File: src/rtl/press_generator_if.sv
// Request/press interface between a press requester (master) and press_generator (slave).
interface press_generator_if #(
  parameter int QUEUE_DEPTH = 3
);
  localparam int PW = $clog2(QUEUE_DEPTH + 1);

  logic          press_req;
  logic          button_out;
  logic          busy;
  logic [PW-1:0] pending;
  logic          overflow;

  modport master (
    output press_req,
    input  button_out,
    input  busy,
    input  pending,
    input  overflow
  );

  modport slave (
    input  press_req,
    output button_out,
    output busy,
    output pending,
    output overflow
  );
endinterface

File: src/rtl/press_generator.sv
// Turns single-cycle press requests into held button presses (HOLD high, then at
// least GAP low), queueing requests that arrive mid-press in a saturating counter.
module press_generator #(
  parameter int HOLD_CYCLES = 3,
  parameter int GAP_CYCLES  = 2,
  parameter int QUEUE_DEPTH = 3
) (
  input  logic              clk,
  input  logic              reset,
  press_generator_if.slave  bus
);
  localparam int MAX_CYCLES = (HOLD_CYCLES > GAP_CYCLES) ? HOLD_CYCLES : GAP_CYCLES;
  localparam int TW         = $clog2(MAX_CYCLES + 1);
  localparam int PW         = $clog2(QUEUE_DEPTH + 1);

  localparam logic [1:0] S_IDLE = 2'd0;
  localparam logic [1:0] S_HOLD = 2'd1;
  localparam logic [1:0] S_GAP  = 2'd2;

  localparam logic [TW-1:0] HOLD_LOAD  = TW'(HOLD_CYCLES - 1);
  localparam logic [TW-1:0] GAP_LOAD   = TW'(GAP_CYCLES - 1);
  localparam logic [PW-1:0] QUEUE_FULL = PW'(QUEUE_DEPTH);

  logic [1:0]    state_q,    state_d;
  logic [TW-1:0] timer_q,    timer_d;
  logic [PW-1:0] pending_q,  pending_d;
  logic          button_q,   button_d;
  logic          overflow_q, overflow_d;

  logic timer_done;
  logic gap_exit;
  logic dequeue;
  logic queueing;

  assign timer_done = (timer_q == '0);
  assign gap_exit   = (state_q == S_GAP) && timer_done;
  assign dequeue    = gap_exit && (pending_q != '0);
  // A request on an empty-queue GAP exit starts the next press directly, like IDLE.
  assign queueing   = (state_q != S_IDLE) && !(gap_exit && (pending_q == '0));

  // NOTE: every always_comb output gets a default first so no path infers a latch.
  always_comb begin
    state_d    = state_q;
    timer_d    = timer_q;
    pending_d  = pending_q;
    button_d   = button_q;
    overflow_d = 1'b0;

    case (state_q)
      S_IDLE: begin
        if (bus.press_req) begin
          state_d  = S_HOLD;
          button_d = 1'b1;
          timer_d  = HOLD_LOAD;
        end
      end
      S_HOLD: begin
        if (!timer_done) begin
          timer_d = timer_q - TW'(1);
        end else begin
          state_d  = S_GAP;
          button_d = 1'b0;
          timer_d  = GAP_LOAD;
        end
      end
      S_GAP: begin
        if (!timer_done) begin
          timer_d = timer_q - TW'(1);
        end else if (pending_q != '0 || bus.press_req) begin
          state_d  = S_HOLD;
          button_d = 1'b1;
          timer_d  = HOLD_LOAD;
        end else begin
          state_d = S_IDLE;
        end
      end
      default: begin
        state_d  = S_IDLE;
        button_d = 1'b0;
        timer_d  = '0;
      end
    endcase

    if (queueing) begin
      // A request on a dequeue edge cancels out and can never overflow.
      unique case ({bus.press_req, dequeue})
        2'b10: begin
          if (pending_q == QUEUE_FULL) overflow_d = 1'b1;
          else                         pending_d  = pending_q + PW'(1);
        end
        2'b01:   pending_d = pending_q - PW'(1);
        default: pending_d = pending_q;
      endcase
    end
  end

  // NOTE: state registers use non-blocking assignments so every flop samples pre-edge values.
  always_ff @(posedge clk or negedge reset) begin
    if (!reset) begin
      state_q    <= S_IDLE;
      timer_q    <= '0;
      pending_q  <= '0;
      button_q   <= 1'b0;
      overflow_q <= 1'b0;
    end else begin
      state_q    <= state_d;
      timer_q    <= timer_d;
      pending_q  <= pending_d;
      button_q   <= button_d;
      overflow_q <= overflow_d;
    end
  end

  assign bus.button_out = button_q;
  assign bus.busy       = (state_q != S_IDLE);
  assign bus.pending    = pending_q;
  assign bus.overflow   = overflow_q;
endmodule

File: src/flat_wrapper.sv
// flat-port wrapper written by rule: the top's interface ports become plain ports
module press_generator_flat 
#(
  parameter int HOLD_CYCLES = 3,
  parameter int GAP_CYCLES  = 2,
  parameter int QUEUE_DEPTH = 3
)
  (clk, reset, bus_press_req, bus_button_out, bus_busy, bus_pending, bus_overflow);
  press_generator_if #(.QUEUE_DEPTH(QUEUE_DEPTH)) bus_i ();
  input  logic clk;
  input  logic reset;
  input wire logic [$bits(bus_i.press_req)-1:0] bus_press_req;
  output wire logic [$bits(bus_i.button_out)-1:0] bus_button_out;
  output wire logic [$bits(bus_i.busy)-1:0] bus_busy;
  output wire logic [$bits(bus_i.pending)-1:0] bus_pending;
  output wire logic [$bits(bus_i.overflow)-1:0] bus_overflow;
  assign bus_i.press_req = bus_press_req;
  assign bus_button_out = bus_i.button_out;
  assign bus_busy = bus_i.busy;
  assign bus_pending = bus_i.pending;
  assign bus_overflow = bus_i.overflow;
  press_generator #(.HOLD_CYCLES(HOLD_CYCLES), .GAP_CYCLES(GAP_CYCLES), .QUEUE_DEPTH(QUEUE_DEPTH)) u_core (.clk(clk), .reset(reset), .bus(bus_i));
endmodule
File: config.mk
export PLATFORM = sky130hd
export DESIGN_NAME = press_generator_flat
export DESIGN_NICKNAME = d
export VERILOG_FILES = /design/src/rtl/press_generator_if.sv /design/src/rtl/press_generator.sv /design/src/flat_wrapper.sv
export SDC_FILE = /design/constraint.sdc
export NUM_CORES = 1
export LEC_CHECK = 0
export ABC_AREA = 1
export CAP_MARGIN = 40
export CORE_AREA = 2 2 39 41
export CTS_BUF_LIST = sky130_fd_sc_hd__clkbuf_8
export CTS_CLUSTER_DIAMETER = 60
export DETAILED_ROUTE_END_ITERATION = 10
export DIE_AREA = 0 0 41 43
export SETUP_SLACK_MARGIN = 0.1
export SYNTH_ARGS = -nofsm -noshare
export SYNTH_HDL_FRONTEND = slang
export SYNTH_SLANG_ARGS = --single-unit
File: constraint.sdc
create_clock -name clk -period 4.2 [get_ports clk]
set_input_delay 0.84 -clock clk [delete_from_list [all_inputs] [get_ports clk]]
set_output_delay 0.84 -clock clk [all_outputs]
set_load 0.05 [all_outputs]
==> impl_metrics.toml <==
[cts]
clk_path_buf_depth = 2
postCtsSetupRepairBufs = 0
clk_pin_slew_ns = 0.04
cts_tree = "done"
clk_latency_ns = 0.23
htree_levels = 1
cts_root_buffer = "clkbuf_8"
cts_hold_buf = 0
cts.repair.resized = 0
cts.sinks = 8
numCtsBuffers = 3

[timing]
slew_headroom_pct = 67.3
min_period_ns = 2.59
fmax_ghz = 0.386
setup_viol = 0
maxSlewViolCount = 0
worst_slack_ns = 1.61
finalClockSkew_ns = 0.00166
setup_tns_ns = 0
rsz0062_at_grt = "no"
hold_viol_final = 0
timing.final.crit_share_pct = 61.6
worst_pin_slew_ns = 0.489

[synth]
synth_compound_area_share_pct = 12.6
avgSynthCellArea_um2 = 7.36
synth_seq_cells = 8
synthAdderAreaFrac_pct = 7.28
synthCells = 70
yosys.area_share.simple_pct = 34.0
muxShareOfSynthArea_pct = 0
syn-cell-area_um2 = 515
ys_seq_area_share_pct = 38.8
synth_top_area_cell = "dfrtp_1"
yosys.area_share.xor_xnor_pct = 0
synth_nets = 76
yosys-top-cells-area = "dfrtp_1, nand2_1, ha_1"
synth.distinct_cells = 17
synth_top_family_by_area = "simple AND/OR/NAND/NOR gates"
synth_top_cell_area_share_pct = 38.8
yosysWarnings = 0

[setup_path]
end_kind = "output pin"
cp-start-kind = "flop"
path_max_fanout = 6
required_ns = 3.36
critPathArrivalTime_ns = 1.75
crit_type = "reg -> out"

[place]
pre_cts_ws_ns = 1.84
place.gp.congestion = 0.780
dp.cells = 93
portBuffers = 7
dp_hpwl_um = 796

[power]
peakVddDrop_mv = 0.372
power.density_nw_per_um2 = 837
cellLeakagePower_nw = 0.312

[finish]
fin_cells = 96
diodes = 0
mostFrequentLayoutCell = "nand2_1"
drive_gt1_share_pct = 16.3
most-common-layout-cells = "nand2_1, inv_1, dfrtp_1"
finalNetCount = 88
area_growth_pct = 25.5

[drt]
wirelength_mm = 1.01
viasPerCell = 4.79
vias = 460
dr.pass1.iters = 4
drc = 0
avgRoutedWirePerCell_um = 10.5
ant_nets = 0
drt_iter0_drc = 5

[global_route]
met2_usage_pct = 20.6
grt_usage_pct = 15.3
first_global_vias = 422
grt_max_degree = 9
gr-total-overflow = 0
met3_usage_pct = 3.14
top_usage_layer = "met2"
met1_usage_pct = 20.3
antenna_found_initial = 0
grt_pass1_wl_mm = 1.77

[floorplan]
start_util_pct = 37.3
die_w_um = 41
coreArea_um2 = 1380
ioPinCount = 8
die-area_um2 = 1760
rows = 14
die_y_um = 43

[outcome]
status = "completed"

[job]
maxCapViolations = 0

[hold_path]
min_path_type = "reg -> reg"
cell usage after synthesis, drive strengths merged:
cell type / count
dfrtp: 8
nand3: 5
a21oi: 2
a22oi: 1
ha: 3
inv: 10
nor3: 1
o21ai: 8
nand2: 20
nor2: 12
power breakdown:
group / internal, mW / switching [mW] / total, mW
combinational: 0.103 / 0.205 / 0.308
clock: 0.0620 / 0.0295 / 0.0915
sequential: 0.111 / 0.0314 / 0.142
routing by layer:
layer,part of all wire (%),up-vias,routed length (um)
li1,-,240,-
met1,47,207,478
met2,45,9,451
met3,4.5,4,45
met4,3.3,0,33
met5,0,-,0
sequential cells by signal, indices dropped and copies added, names as in the netlist:
register               flops
u_core.state_q             2
u_core.bus.overflow        1
u_core.timer_q             2
u_core.bus.button_out      1
u_core.bus.pending         2
path summary, 6_finish.rpt:
kind	start	end	slack (ns)	cells after the start
min	u_core.bus.button_out	u_core.bus.button_out	0.53	2
max reg2reg	u_core.timer_q[0]	u_core.bus.pending[1]	2.70	9
min in group asynchronous	reset	u_core.timer_q[0]	0.90	1
max in group asynchronous	reset	u_core.bus.button_out	3.04	1
min reg2reg	u_core.bus.button_out	u_core.bus.button_out	0.53	2
max	u_core.state_q[1]	bus_busy	1.61	3
cells by family after synthesis:
kind of cell	count (synthesis)
AND/OR/NAND/NOR	38
AO/OA/AOI/OAI	11
buffers and inverters	10
flip-flops	8
adder cells (fa/ha/maj)	3
area by class of cell:
| class | instances | area (um^2) |
|---|---|---|
| Fill cell | 137 | 737 |
| Multi-Input combinational cell | 52 | 278 |
| Tap cell | 16 | 20.0 |
| Timing Repair Buffer | 7 | 70.1 |
| Clock buffer | 3 | 41.3 |
| Sequential cell | 8 | 200 |
| Inverter | 10 | 37.5 |
per-stage QoR:
stage	power [mW]	hold slack [ns]	instance area [um^2]	util, %
CTS	0.547	0.530	647	46.7
global route	0.587	0.546	647	46.7
global placement	0.451	0.513	606	43.8
floorplan	0.371	0.499	515	-
detailed placement	0.453	0.517	606	43.8
finish	0.541	0.526	647	46.7
critical path, stage by stage (launching register included):
cell             delay (ns)
dfrtp_1                0.43
nor2_1                 0.32
inv_1                  0.07
clkdlybuf4s50_1        0.70
(Power assumes the default switching activity.)
